`src/rtl/memory_lsu_pkg.sv`:
```
// Shared types and helpers for the stage-4 load/store unit.
// Also used by the commit tracer through lsu_align.
package memory_lsu_pkg;

  localparam int LSU_XLEN = 32;

  typedef enum logic [1:0] {
    MEM_B = 2'b00,
    MEM_H = 2'b01,
    MEM_W = 2'b10
  } mem_size_e;

  typedef struct packed {
    logic                we;
    logic [1:0]          size;
    logic                uns;
    logic [LSU_XLEN-1:0] addr;
    logic [LSU_XLEN-1:0] wdata;
  } lsu_req_t;

  localparam logic [2:0] ST_IDLE  = 3'd0;
  localparam logic [2:0] ST_REQ0  = 3'd1;
  localparam logic [2:0] ST_WAIT0 = 3'd2;
  localparam logic [2:0] ST_REQ1  = 3'd3;
  localparam logic [2:0] ST_WAIT1 = 3'd4;
  localparam logic [2:0] ST_DRAIN = 3'd5;

  function automatic logic [2:0] size_bytes(input logic [1:0] size);
    logic [2:0] n;
    n = 3'd4;
    if (size == MEM_B) n = 3'd1;
    else if (size == MEM_H) n = 3'd2;
    return n;
  endfunction

  function automatic logic is_split(input logic [1:0] off,
                                    input logic [1:0] size);
    return ({1'b0, off} + size_bytes(size)) > 3'd4;
  endfunction

endpackage

```
`src/rtl/memory_lsu_align.sv`:
```
// Byte-lane steering for stores and extraction/extension for loads.
// Purely combinational; works on a two-word window {hi, lo}.
module lsu_align
  import memory_lsu_pkg::*;
(
  input  logic [1:0]  off_i,
  input  logic [1:0]  size_i,
  input  logic        uns_i,
  input  logic [31:0] wdata_i,
  input  logic [31:0] rlo_i,
  input  logic [31:0] rhi_i,
  output logic        split_o,
  output logic [7:0]  strb_o,
  output logic [63:0] wdata_o,
  output logic [31:0] rdata_o
);

  logic [7:0]  mask;
  logic [31:0] rsh;
  logic [5:0]  sh;

  always_comb begin
    sh      = {1'b0, off_i, 3'b000};
    split_o = is_split(off_i, size_i);
    rsh     = 32'({rhi_i, rlo_i} >> sh);
    mask    = 8'h0F;
    rdata_o = rsh;
    unique case (1'b1)
      (size_i == MEM_B): begin
        mask    = 8'h01;
        rdata_o = {{24{~uns_i & rsh[7]}}, rsh[7:0]};
      end
      (size_i == MEM_H): begin
        mask    = 8'h03;
        rdata_o = {{16{~uns_i & rsh[15]}}, rsh[15:0]};
      end
      default: ;
    endcase
    strb_o  = mask << off_i;
    wdata_o = {32'b0, wdata_i} << sh;
  end

endmodule

```
`src/rtl/memory_lsu.sv`:
```
// Stage-4 load/store unit: FSM, beat registers and dmem handshake.
// Misaligned accesses are issued as two word beats when SPLIT_MISAL=1.
module memory_lsu
  import memory_lsu_pkg::*;
#(
  parameter int XLEN        = 32,
  parameter bit SPLIT_MISAL = 1'b1
) (
  input  logic            clk_i,
  input  logic            rst_ni,
  input  logic            flush_i,
  input  logic            req_valid_i,
  input  logic            req_we_i,
  input  logic [1:0]      req_size_i,
  input  logic            req_unsigned_i,
  input  logic [XLEN-1:0] req_addr_i,
  input  logic [XLEN-1:0] req_wdata_i,
  output logic            dmem_req_o,
  output logic            dmem_we_o,
  output logic [XLEN-1:0] dmem_addr_o,
  output logic [3:0]      dmem_wstrb_o,
  output logic [XLEN-1:0] dmem_wdata_o,
  input  logic            dmem_ready_i,
  input  logic            dmem_rvalid_i,
  input  logic [XLEN-1:0] dmem_rdata_i,
  output logic            busy_o,
  output logic            done_o,
  output logic            misal_o,
  output logic [XLEN-1:0] read_data_o
);

  logic [2:0]      state_q, state_d;
  lsu_req_t        req_q, req_d;
  logic [XLEN-1:0] beat0_q, beat0_d;
  logic [XLEN-1:0] rdata_q, rdata_d;
  logic            beat1, split, done, misal;
  logic [7:0]      strb;
  logic [63:0]     wd64;
  logic [XLEN-1:0] ld_lo, ld_data;

  assign ld_lo = (state_q == ST_WAIT1) ? beat0_q : dmem_rdata_i;

  lsu_align u_align (
    .off_i   (req_q.addr[1:0]),
    .size_i  (req_q.size),
    .uns_i   (req_q.uns),
    .wdata_i (req_q.wdata),
    .rlo_i   (ld_lo),
    .rhi_i   (dmem_rdata_i),
    .split_o (split),
    .strb_o  (strb),
    .wdata_o (wd64),
    .rdata_o (ld_data)
  );

  always_comb begin
    state_d = state_q;
    req_d   = req_q;
    beat0_d = beat0_q;
    rdata_d = rdata_q;
    done    = 1'b0;
    misal   = 1'b0;
    unique case (state_q)
      ST_IDLE: begin
        if (req_valid_i && !flush_i) begin
          if (!SPLIT_MISAL && is_split(req_addr_i[1:0], req_size_i)) begin
            misal = 1'b1;
          end else begin
            req_d = '{we: req_we_i, size: req_size_i,
                      uns: req_unsigned_i, addr: req_addr_i,
                      wdata: req_wdata_i};
            state_d = ST_REQ0;
          end
        end
      end
      ST_REQ0, ST_REQ1: begin
        if (flush_i) begin
          state_d = dmem_ready_i ? ST_DRAIN : ST_IDLE;
        end else if (dmem_ready_i) begin
          state_d = (state_q == ST_REQ0) ? ST_WAIT0 : ST_WAIT1;
        end
      end
      ST_WAIT0, ST_WAIT1: begin
        // a response arriving with the flush is the one we would drain
        if (dmem_rvalid_i) begin
          if (flush_i) begin
            state_d = ST_IDLE;
          end else if (state_q == ST_WAIT0 && split) begin
            beat0_d = dmem_rdata_i;
            state_d = ST_REQ1;
          end else begin
            done    = 1'b1;
            state_d = ST_IDLE;
          end
        end else if (flush_i) begin
          state_d = ST_DRAIN;
        end
      end
      ST_DRAIN: begin
        if (dmem_rvalid_i) state_d = ST_IDLE;
      end
      default: state_d = ST_IDLE;
    endcase
    if (done && !req_q.we) rdata_d = ld_data;
  end

  always_ff @(posedge clk_i or negedge rst_ni) begin
    if (!rst_ni) begin
      state_q <= ST_IDLE;
      req_q   <= '0;
      beat0_q <= '0;
      rdata_q <= '0;
    end else begin
      state_q <= state_d;
      req_q   <= req_d;
      beat0_q <= beat0_d;
      rdata_q <= rdata_d;
    end
  end

  assign beat1        = (state_q == ST_REQ1);
  assign dmem_req_o   = (state_q == ST_REQ0) || beat1;
  assign dmem_we_o    = dmem_req_o & req_q.we;
  assign dmem_addr_o  = {req_q.addr[XLEN-1:2], 2'b00}
                      + {{(XLEN-3){1'b0}}, beat1, 2'b00};
  assign dmem_wstrb_o = !dmem_req_o ? 4'b0
                      : (beat1 ? strb[7:4] : strb[3:0]);
  assign dmem_wdata_o = beat1 ? wd64[63:32] : wd64[31:0];
  assign busy_o       = (state_q != ST_IDLE) || req_valid_i;
  assign done_o       = done;
  assign misal_o      = misal;
  assign read_data_o  = rdata_d;

  a_rvalid_expected: assert property (
    @(posedge clk_i) disable iff (!rst_ni)
    dmem_rvalid_i |-> (state_q == ST_WAIT0 || state_q == ST_WAIT1 ||
                       state_q == ST_DRAIN));

endmodule

```
`config.mk`:
```
export PLATFORM = sky130hd
export DESIGN_NAME = memory_lsu
export DESIGN_NICKNAME = d
export VERILOG_FILES = /design/src/rtl/memory_lsu_pkg.sv /design/src/rtl/memory_lsu_align.sv /design/src/rtl/memory_lsu.sv
export SDC_FILE = /design/constraint.sdc
export NUM_CORES = 1
export LEC_CHECK = 0
export CAP_MARGIN = 20
export CORE_MARGIN = 1.5
export CORE_UTILIZATION = 50
export CTS_CLUSTER_SIZE = 10
export DETAILED_ROUTE_END_ITERATION = 16
export PLACE_DENSITY = 0.88
export SLEW_MARGIN = 20
export SYNTH_ARGS = -nofsm -noshare
export SYNTH_HDL_FRONTEND = slang
export SYNTH_SLANG_ARGS = --single-unit
```
`constraint.sdc`:
```
create_clock -name clk_i -period 4.7 [get_ports clk_i]
set_input_delay 0.94 -clock clk_i [delete_from_list [all_inputs] [get_ports clk_i]]
set_output_delay 0.94 -clock clk_i [all_outputs]
set_load 0.02 [all_outputs]
```
; Word-level counts from Yosys, hierarchy flattened
; Cells that the tools add are included.
[op_classes]
addsub = 2
n_lt_le_gt_ge = 1
eq_ne = 10
n_shift = 3
mux = 24
n_bitwise = 5
n_reduce_logical = 15
[ops]
columns = cell, n
row1 = $mux 32, 3
row2 = $pmux 32 s2, 1
row3 = $shl 32x5->64, 1
row4 = $shr 64x5->32, 1
row5 = $add 32x3->32, 1
row6 = $mux 3, 10
row7 = $pmux 3 s4, 1
row8 = $mux 4, 2
row9 = $pmux 4 s2, 1
row10 = $reduce_and 4->1, 2
row11 = $shl 4x2->8, 1
row12 = $eq 3x2->1 const B, 2
row13 = $eq 3x3->1 const B, 2
row14 = $ne 3x3->1 const B, 2
row15 = $mux 1, 4
row16 = $mux 2, 2
row17 = $ne 2x2->1 const B, 2
row18 = $reduce_or 2->1, 2
row19 = $add 2x3->3, 1
row20 = $and 1x1->1, 3
row21 = $eq 3x1->1 const B, 1
row22 = $gt 3x3->1 const B, 1
row23 = $logic_and 1x1->1, 3
row24 = $logic_not 3->1, 1
row25 = other kinds (7), 10
[word_totals]
ff_bits = 135
inputBits = 106
elab_cells = 68

; Longest topological paths before layout
; Gate-level depths: netlist of run 1.
[logic_depth]
word_depth = 12
mapped_depth = 13
depth_no_buf = 10

; Hierarchy
; Synthesis of run 1 repeated with hierarchy kept, for this count alone.
[hier_totals]
hier_cells = 736
area_unflattened_um2 = 8704.6
[by_module_without_submodules]
columns = module, n_inst, cells_each, area_per_inst_um2, seq_area_each_um2
row1 = memory_lsu, 1, 489, 6675.2, 3378.2
row2 = lsu_align, 1, 247, 2029.4, 0.0

; Least setup slack after synthesis of run 1
; Ideal clock, no wire load.
[synth_timing]
kind = register to output
from = register state_q[2]
to = output port dmem_addr_o[26]
t_arrival_ns = 3.357
required_time_ns = 3.760
path_slack_ns = 0.403
path_stages_with_launch = 14
path_buffers = 3
path_cell_list = dfrtp_1 buf_2 nand2b_1 inv_1 nand2_1 inv_1 buf_2 buf_1 ha_1 ha_1 nand4_1 nor4_1 nand3_1 xnor2_1
[synth_between]
elab_chain_len = 2
[synth_lines]
columns = item, line_no
row1 = start: declaration, memory_lsu.sv:32  ; logic [2:0] state_q, state_d;
row2 = start signal: assignment, memory_lsu.sv:114  ; state_q <= state_d;
row3 = $eq 3x2->1, memory_lsu.sv:121  ; assign beat1 = (state_q == ST_REQ1);
row4 = $add 32x3->32, memory_lsu.sv:125  ; + {{(XLEN-3){1'b0}}, beat1, 2'b00};
row5 = end: declaration, memory_lsu.sv:20  ; output logic [XLEN-1:0] dmem_addr_o,
; No other way between the ends.

; Final worst setup path of run 1
[layout_timing]
from = register req_q[65] (netlist name)
to = output port read_data_o[15]
[layout_between]
elab_chain_len = 12
word_cells_on_any_way = 14
classes_between = 1 x add/sub / 1 x order compare / 1 x eq/ne / 8 x mux / 3 x reduce/logical
[layout_lines]
columns = item, line_no
row1 = start: declaration, memory_lsu.sv:33  ; lsu_req_t req_q, req_d;
row2 = start signal: assignment, memory_lsu.sv:115  ; req_q <= req_d;
row3 = $eq 2x1->1, "memory_lsu_pkg.sv:32, memory_lsu_align.sv:33"
row4 = $mux 3, memory_lsu_pkg.sv:32  ; else if (size == MEM_H) n = 3'd2;
row5 = $mux 3, memory_lsu_pkg.sv:31  ; if (size == MEM_B) n = 3'd1;
row6 = $add 2x3->3, memory_lsu_pkg.sv:38  ; return ({1'b0, off} + size_bytes(size)) > 3'd4;
row7 = $gt 3x3->1, memory_lsu_pkg.sv:38
row8 = $logic_and 1x1->1, memory_lsu.sv:88  ; end else if (state_q == ST_WAIT0 && split) begin
row9 = $mux 1, memory_lsu.sv:88
row10 = $mux 1, memory_lsu.sv:86  ; if (flush_i) begin
row11 = $mux 1, memory_lsu.sv:85  ; if (dmem_rvalid_i) begin
row12 = $mux 1, memory_lsu.sv:63  ; unique case (state_q)
row13 = $logic_and 1x1->1, memory_lsu.sv:104  ; if (done && !req_q.we) rdata_d = ld_data;
row14 = $mux 32 (*), memory_lsu.sv:104
row15 = end: declaration, memory_lsu.sv:29  ; output logic [XLEN-1:0] read_data_o
; Mark *: on every way between the ends. The rest lies on a longest branch, timed or not.

==> results of run 1 <==
-- synthesized netlist by cell type, drive strengths merged, types with 2 or more instances --
cell type | n | area (um2)
o22a | 17 | 150.1
ha | 4 | 50.05
nand2b | 10 | 62.56
or3b | 2 | 17.52
mux2 | 124 | 1396
o21ai | 30 | 150.1
nand4 | 16 | 115.1
xor2 | 7 | 61.31
nor3 | 5 | 25.02
buf | 31 | 163.9
nor4 | 2 | 12.51
o31ai | 9 | 67.56
inv | 7 | 26.28
clkbuf | 32 | 120.1
a31oi | 18 | 112.6
and2 | 2 | 12.52
a21oi | 27 | 135.1
and4 | 2 | 17.52
a221oi | 14 | 122.6
nand3 | 39 | 195.2
xnor2 | 22 | 192.7
dfrtp | 135 | 3378
a211oi | 11 | 107.6
and3 | 15 | 93.84
o22ai | 2 | 12.51
mux2i | 49 | 490.5
mux4 | 8 | 180.2
nor2 | 41 | 153.9
nand2 | 44 | 165.2
nor2b | 6 | 37.54
-- layout make-up --
cell class | instances | area (um2)
Clock inverter | 13 | 192.7
Multi-Input combinational cell | 543 | 4340
Clock buffer | 19 | 452.9
Tap cell | 211 | 264.0
Sequential cell | 135 | 3381
Timing Repair Buffer | 229 | 2231
Fill cell | 1075 | 4479
Inverter | 8 | 30.03
-- layer usage --
| layer | track usage, % | part of all wire (%) |
|---|---|---|
| met1 | 35.98 | 40 |
| met5 | 0 | 0 |
| met2 | 45.84 | 47 |
| met4 | 13.09 | 4.7 |
| met3 | 8.051 | 7.8 |
-- report_power, final --
part / switching [W] / internal, W
sequential: 0.000376 / 0.00168
combinational: 0.00254 / 0.00211
clock: 0.000546 / 0.000923
total: 0.00346 / 0.00471
-- cells in the final DEF, fill, tap and decap left out, types with 14 or more instances in the layout --
cell and instances:
dfrtp_1 133, clkdlybuf4s50_1 174, nor2_1 41, mux2_2 124, nand4_1 15, mux2i_1 49, o22a_1 16, a221oi_1 14
o21ai_0 29, buf_4 21, clkbuf_16 17, nand3_1 38, nand2_1 44, a21oi_1 27, xnor2_1 22, a31oi_1 18
dlymetal6s2s_1 15, and3_1 14
-- cells by family after synthesis --
group,synth area share (%)
AOI/OAI and AO/OA,11.69
other,0.04714
xor gates and xnor gates,3.193
adders and majority gates,0.8808
and+or+nand+nor,11.80
buffers and inverters,3.948
muxes,25.98
DFF,42.47
-- state kept, by name (all words and copies together), names as in the netlist --
signal / flops
beat0_q: 32
rdata_q: 32
req_q: 68
state_q: 3
-- critical path, cell delays in order (launching register included) --
cell and delay [ps]:
dfrtp_1 400, or2_2 310, inv_1 140, ha_1 170, inv_1 50, fa_1 470
and2_0 180, o21ai_1 140, a211oi_4 210, buf_4 200, buf_8 220, nor2_1 60
a21oi_1 250, dlygate4sd2_1 370
-- final timing paths --
path / from / end / slack [ps] / cells after the start
min in group asynchronous: rst_ni / req_q[3] / 550 / 1
max: req_q[65] / read_data_o[15] / 130 / 13
max in group asynchronous: rst_ni / beat0_q[7] / 3170 / 2
max reg2reg: req_q[65] / rdata_q[15] / 1760 / 12
min reg2reg: beat0_q[8] / beat0_q[8] / 500 / 1
min: beat0_q[8] / beat0_q[8] / 500 / 1
-- through the flow --
stage	setup TNS [ps]	utilization [%]	setup WS, ps	hold slack (ps)	total power [W]
final	0	70.86	127.6	502.9	0.008171
after detailed placement	0	66.17	135.8	492.3	0.006663
after global placement	0	66.17	287.6	485.8	0.006558
after global routing	-87.11	70.86	-71.43	510.5	0.008574
after floorplan	0	-	403.0	478.7	0.004858
after CTS	0	70.51	11.55	505.6	0.008124
-- repair_timing --
action                                  in CTS  in global routing
resized for setup                           22                 46
pin swaps                                    1                  2
gates cloned                                 1                  0
endpoints found under the setup margin      35                 35
setup buffers                                1                  3
==> results.json, run 1 <==
{
  "die_x_um": 129.1,
  "relSlewSlack_pct": 33.06,
  "die-height_um": 129.1,
  "critPathRequiredTime_ps": 3760,
  "finalHoldViolations": 0,
  "dr.first_iter.drc_count": 617,
  "clkSinkCount": 135,
  "hold_class": "flip-flop to flip-flop",
  "outcome": "completed",
  "synth_cell_types": 53,
  "ys_seq_area_share_pct": 42.47,
  "area_growth_syn_to_layout_pct": 36.91,
  "maxCapViolations": 0,
  "peakVddDrop_v": 0.0005566,
  "ctsHoldBuffers": 0,
  "dp.final_hpwl_mm": 16.30,
  "synth_seq_cells": 135,
  "yosys_warnings": 0,
  "root_buffer": "clkbuf_16",
  "portBuffers": 207,
  "fmax_mhz": 218.7,
  "ios": 211,
  "ant_nets": 0,
  "synth_edf_count": 0,
  "final_cell_area_um2": 10890,
  "wl_per_cell_um": 20.72,
  "worstMarginPinSlew_ps": 1000,
  "nets": 1045,
  "grt-ovfl-total": 0,
  "cp-start-kind": "flip-flop",
  "drcViolationCount": 0,
  "grt_usage_pct": 28.57,
  "grt_pass1_wl_mm": 36.54,
  "gp_congestion": 0.9175,
  "synth_area_um2": 7955,
  "cts_tree": "built",
  "dr_total_vias": 6954,
  "insertion_delay_ps": 430,
  "path_clk_slew_ps": 70,
  "drtPass1Iterations": 5,
  "worst-path-max-fanout": 31,
  "initial_utilization_pct": 51.75,
  "fin_cells": 1158,
  "grt_pass1_vias": 6878,
  "fin_crit_sh_pct": 97.29,
  "p_per_area_nw_per_um2": 750.2,
  "synth_cells": 746,
  "synth_flop_cell": "dfrtp_1",
  "grt_max_degree": 105,
  "antenna_found_initial": 0,
  "core_area_um2": 15370,
  "end_kind": "primary output",
  "clockBufferDepth": 2,
  "timing.final.crit_period_ps": 4572,
  "drive_above_1_share_pct": 22.28,
  "drv_slew": 0,
  "cts_max_level": 4,
  "dieArea_um2": 16680,
  "avgSynthCellArea_um2": 10.66,
  "finalSetupViolations": 0,
  "dp.cells": 1121,
  "routed_via_density": 6.005,
  "drt-total-wl_mm": 24.00,
  "critPathKind": "flip-flop to primary output",
  "clock_skew_ps": 13.40,
  "synth-async-reset-ratio_pct": 100.0,
  "antenna_cells": 0,
  "power.leakage_nw": 4.697,
  "dpl-instance-area_um2": 10170,
  "rows": 45,
  "critical_path_arrival_ps": 3630,
  "cts_made_buffers": 17
}
No activity file was read; power rests on OpenSTA's default activity.
==> run 2, diff against run 1 <==
CAP_MARGIN = not set   (was 20)
TNS_END_PERCENT = 20   (was not set)
==> run 2 against run 1 <==
Effect of this change:
- hold slack hardly changed
- highest routed layer unchanged
- register-to-register slack worse by 30 ps
- largest cell class unchanged
- sequential share of layout area hardly changed
==> results.json, run 2 (synthesis gave the netlist of run 1 again) <==
{
  "outcome": "completed",
  "cpPeakStageDelay_ps": 470,
  "critical_path.cell_chain": "or2_2 -> inv_2 -> ha_1 -> inv_1 -> fa_1 -> and2_0 -> o21ai_1 -> a211oi_4 -> buf_4 -> nand4_4 -> buf_4 -> o22a_1 -> dlygate4sd2_1",
  "largest_reg_flops": 68,
  "wl_met1_mm": 9.785,
  "fin_cells": 1157,
  "topRoutingLayerUsed": "met4",
  "drv_slew": 0,
  "final_cell_area_um2": 10880,
  "p_per_area_nw_per_um2": 748.2,
  "maxCapViolations": 0,
  "power.leakage_nw": 4.671,
  "worstMarginPinSlew_ps": 991.1,
  "area_growth_syn_to_layout_pct": 36.71,
  "wl_met2_mm": 11.10,
  "grt_pass1_wl_mm": 36.19,
  "timing.final.crit_period_ps": 4554,
  "wl_met3_mm": 1.718,
  "antenna_found_initial": 0,
  "cp-start-kind": "flip-flop",
  "drcViolationCount": 0,
  "end_kind": "primary output",
  "cts_made_buffers": 17,
  "reg.largest.list": "req_q: 68 flops, beat0_q: 32 flops, rdata_q: 32 flops",
  "critPathRequiredTime_ps": 3760,
  "gp_congestion": 0.9175,
  "rows": 45,
  "peakVddDrop_v": 0.0005568,
  "wl_per_cell_um": 20.33,
  "ant_nets": 0,
  "hold_class": "flip-flop to flip-flop",
  "grt_max_degree": 105,
  "path_common_cell": "buf_4",
  "critPathKind": "flip-flop to primary output",
  "critical_path_arrival_ps": 3610,
  "path_buf_inv": 5,
  "path_clk_slew_ps": 60,
  "cts_tree": "built",
  "worst_hold_slack_ps": 502.9,
  "ctsHoldBuffers": 0,
  "fmax_mhz": 219.6,
  "drtPass1Iterations": 5,
  "critPathTopFamily": "buffers and inverters",
  "finalHoldViolations": 0,
  "rsz0062_at_grt": "true",
  "grt_usage_pct": 28.27,
  "core_area_um2": 15370,
  "dp.cells": 1121,
  "ios": 211,
  "initial_utilization_pct": 51.75,
  "nets": 1044,
  "root_buffer": "clkbuf_16",
  "clockBufferDepth": 2,
  "dp.final_hpwl_mm": 16.30,
  "die_x_um": 129.1,
  "regMostFlops": "req_q",
  "grt_pass1_vias": 6827,
  "clkSinkCount": 135,
  "drt-total-wl_mm": 23.52,
  "dpl-instance-area_um2": 10170,
  "finalSetupViolations": 0,
  "dr.first_iter.drc_count": 623,
  "setup_ws_ps": 145.7,
  "cts_max_level": 4,
  "die-height_um": 129.1,
  "drive_above_1_share_pct": 21.78,
  "dpl_worst_slack_ps": 135.8,
  "insertion_delay_ps": 430,
  "antenna_cells": 0,
  "most-common-layout-cells": "clkdlybuf4s50_1, dfrtp_1, mux2_2",
  "dieArea_um2": 16680,
  "routed_via_density": 5.918,
  "relSlewSlack_pct": 33.93,
  "worst-path-max-fanout": 13,
  "layout_commonest_cell": "clkdlybuf4s50_1",
  "portBuffers": 207,
  "fin_crit_sh_pct": 96.90,
  "critPathSlowestCell": "fa_1",
  "clock_skew_ps": 13.12,
  "grt-ovfl-total": 0,
  "dr_total_vias": 6847
}
run 2: changes by cell type in the layout (fill, tap and decap cells not counted):
cell	previous run	this run
dlymetal6s2s_1	15	11
dlygate4sd2_1	6	17
buf_6	1	2
clkdlybuf4s50_1	174	173
inv_1	7	6
inv_2	0	1
buf_4	21	20
nand4_4	2	1
clkbuf_2	9	4
clkdlybuf4s15_1	2	1
run 2: routing by layer:
layer	vias up	global-route usage, %
li1	3134	-
met1	3322	35.58
met2	320	45.15
met3	71	8.423
met4	0	12.76
met5	-	0
run 2: worst paths after layout:
check,from,endpoint,slack [ps],depth (start not counted)
max,req_q[65],read_data_o[19],150,13
min,beat0_q[8],beat0_q[8],500,1
max reg2reg,req_q[65],rdata_q[31],1730,12
min reg2reg,beat0_q[8],beat0_q[8],500,1
max in group asynchronous,rst_ni,beat0_q[7],3180,2
min in group asynchronous,rst_ni,req_q[20],550,1
run 2: report_power, final:
group          leakage [nW]  switching [W]  total [W]  internal (W)
Combinational          2.69        0.00251    0.00461       0.00210
Sequential             1.67       0.000377    0.00205       0.00168
Clock                 0.311       0.000547    0.00147      0.000923
Total                  4.67        0.00343    0.00814       0.00470
run 2: through the flow:
stage          total power [W]  util (%)  setup TNS, ps
2_1_floorplan         0.004858         -              0
5_1_grt               0.008544     70.75         -195.6
6_report              0.008137     70.75              0
3_3_place_gp          0.006558     66.17              0
4_1_cts               0.008098     70.31              0
3_5_place_dp          0.006663     66.17              0
run 2: cell type report:
class,count,area (um2)
clock buffer,19,452.9
timing repair buffer,229,2236
tap,211,264.0
multi-input combinational,542,4319
fill,1093,4496
clock inverter,13,192.7
inverter,8,30.03
sequential,135,3381
run 2: worst register-to-register path: cells and delay by family, from the launching register on:
kind | cells | cell delay, ps
AOI/OAI and AO/OA | 3 | 550
adders and majority gates | 2 | 620
buffers and inverters | 4 | 560
DFF | 1 | 400
and+or+nand+nor | 3 | 710
run 2: what timing repair did:
item                                    in CTS  in global routing
resized for setup                           25                 28
buffers inserted                             1                  3
endpoints found under the setup margin      35                 38
pin swaps                                    1                  1
==> run 3, diff against run 2 <==
CAP_MARGIN = 20   (was not set)
SETUP_SLACK_MARGIN = 0.2   (was not set)
==> run 3 against run 2 <==
Effect of this change:
- sequential power is essentially flat
- wire length increased by 0.53%
- non-clock buffer count is the same
- cell count about the same
- combinational power about the same
- critical path depth fell by 1
==> results.json, run 3 (synthesis gave the netlist of run 1 again) <==
{
  "dp.final_hpwl_mm": 16.30,
  "whs_endpoint": "beat0_q[22]",
  "seqPwrFrac_pct": 25.2,
  "clkSinkCount": 135,
  "dr.first_iter.drc_count": 670,
  "cp-start-kind": "flip-flop",
  "global_route.usage.met1_pct": 35.66,
  "most-common-layout-cells": "clkdlybuf4s50_1, dfrtp_1, mux2_2",
  "wl_per_cell_um": 20.42,
  "swShare_pct": 42.29,
  "ff2ff_setup_slack_ps": 1820,
  "cts_max_level": 4,
  "fin_crit_sh_pct": 97.56,
  "reg2reg_to": "rdata_q[29]",
  "rsz0062_at_grt": "true",
  "clockBufferDepth": 2,
  "min-delay-start": "beat0_q[22]",
  "path_clk_slew_ps": 60,
  "relSlewSlack_pct": 33.58,
  "end_kind": "primary output",
  "worst_hold_slack_ps": 502.3,
  "power.leakage_nw": 4.601,
  "met3_usage_pct": 8.464,
  "fin_util_pct": 70.73,
  "drt-total-wl_mm": 23.65,
  "maxCapViolations": 0,
  "gp_congestion": 0.9175,
  "clock_power_share_pct": 18.1,
  "regMostFlops": "req_q",
  "die_x_um": 129.1,
  "antenna_cells": 0,
  "area_growth_syn_to_layout_pct": 36.66,
  "p_switching_w": 0.003434,
  "grt_pass1_vias": 6854,
  "ios": 211,
  "timing.final.crit_period_ps": 4585,
  "insertion_delay_ps": 420,
  "internal_power_w": 0.004687,
  "critPathKind": "flip-flop to primary output",
  "dieArea_um2": 16680,
  "core_area_um2": 15370,
  "rows": 45,
  "critical_path_arrival_ps": 3650,
  "grt_usage_pct": 28.37,
  "reg2reg_depth": 12,
  "drtPass1Iterations": 6,
  "drcViolationCount": 0,
  "portBuffers": 207,
  "cts_tree": "built",
  "worstMarginPinSlew_ps": 992.6,
  "clock_skew_ps": 11.04,
  "peakVddDrop_v": 0.0005562,
  "critPathRequiredTime_ps": 3760,
  "finalSetupViolations": 0,
  "worst-path-max-fanout": 5,
  "outcome": "completed",
  "power_frac_comb_pct": 56.7,
  "grt_pass1_wl_mm": 36.30,
  "top_usage_layer": "met2",
  "drive_above_1_share_pct": 22.39,
  "drv_slew": 0,
  "cts_made_buffers": 17,
  "finalSetupTns_ps": 0,
  "finalHoldViolations": 0,
  "hold_depth": 1,
  "power_w": 0.008121,
  "dr_total_vias": 6972,
  "ant_nets": 0,
  "die-height_um": 129.1,
  "p_per_area_nw_per_um2": 747.0,
  "routed_via_density": 6.021,
  "rr_startpoint": "req_q[65]",
  "root_buffer": "clkbuf_16",
  "grt-ovfl-total": 0,
  "ctsHoldBuffers": 0,
  "layout_commonest_cell": "clkdlybuf4s50_1",
  "initial_utilization_pct": 51.75,
  "fmax_mhz": 218.1,
  "grt_max_degree": 105,
  "largest_reg_flops": 68,
  "antenna_found_initial": 0,
  "hold_class": "flip-flop to flip-flop",
  "reg.largest.list": "req_q: 68 flops, beat0_q: 32 flops, rdata_q: 32 flops",
  "nets": 1045,
  "grt_use_met2_pct": 45.21
}
## run 3: cell count changes in the layout (fill, tap and decap cells not counted), sizes merged
cell	previous run	this run
buf	23	26
dlygate4sd2	17	23
nand4	16	17
dlymetal6s2s	11	3
clkdlybuf4s15	1	2
clkdlybuf4s50	173	171
## run 3: worst max-delay path by stage
stage,startpoint,end,slack (ps),cells after the start
4_1_cts,state_q[2],dmem_addr_o[26],200,11
3_5_place_dp,req_q[65],read_data_o[11],140,12
2_1_floorplan,state_q[2],dmem_addr_o[26],400,13
6_report,state_q[2],dmem_addr_o[24],110,12
3_3_place_gp,req_q[65],read_data_o[9],290,12
5_1_grt,state_q[2],dmem_addr_o[24],-90,12
## run 3: layout make-up
type	instances	area, um2
Clock inverter	13	192.7
Tap cell	211	264.0
Clock buffer	19	452.9
Multi-Input combinational cell	543	4347
Sequential cell	135	3381
Inverter	8	30.03
Timing Repair Buffer	229	2205
Fill cell	1102	4499
## run 3: power by group through the flow
| stage | sequential, W | combinational (W) | clock, W |
|---|---|---|---|
| after detailed placement | 0.00205 | 0.00462 | 0 |
| after global routing | 0.00211 | 0.00489 | 0.00154 |
| after global placement | 0.00202 | 0.00454 | 0 |
| after floorplan | 0.00195 | 0.00291 | 0 |
| after CTS | 0.00203 | 0.00456 | 0.00148 |
| final | 0.00205 | 0.00461 | 0.00147 |
## run 3: metrics by stage
step	instance area [um2]	setup WS, ps	std cells
CTS	10820	201.0	1154
floorplan	7963	403.0	748
finish	10870	114.5	1158
global route	10870	-85.29	1158
global placement	10170	287.6	1121
detailed placement	10170	135.8	1121
## run 3: timing repair
| item | in CTS | in global routing |
|---|---|---|
| buffers inserted | 1 | 3 |
| gates resized for setup | 47 | 31 |
| pin swaps | 1 | 3 |
| cloned | 0 | 1 |
| endpoints found under the setup margin | 40 | 44 |
## run 3: metal layers
layer | wire (um) | share of wire [%]
met1 | 9410 | 40
met2 | 11280 | 48
met3 | 1896 | 8.0
met4 | 1057 | 4.5
met5 | 0 | 0
## run 3: critical path: stages, from the launching register on
cell and delay [ps]:
dfrtp_1 380, nand2b_1 250, inv_1 130, nand2_1 120, inv_1 140, ha_1 240
ha_1 290, nand4_1 130, buf_4 180, nor4_4 360, buf_4 190, xor2_1 150
clkdlybuf4s50_1 670
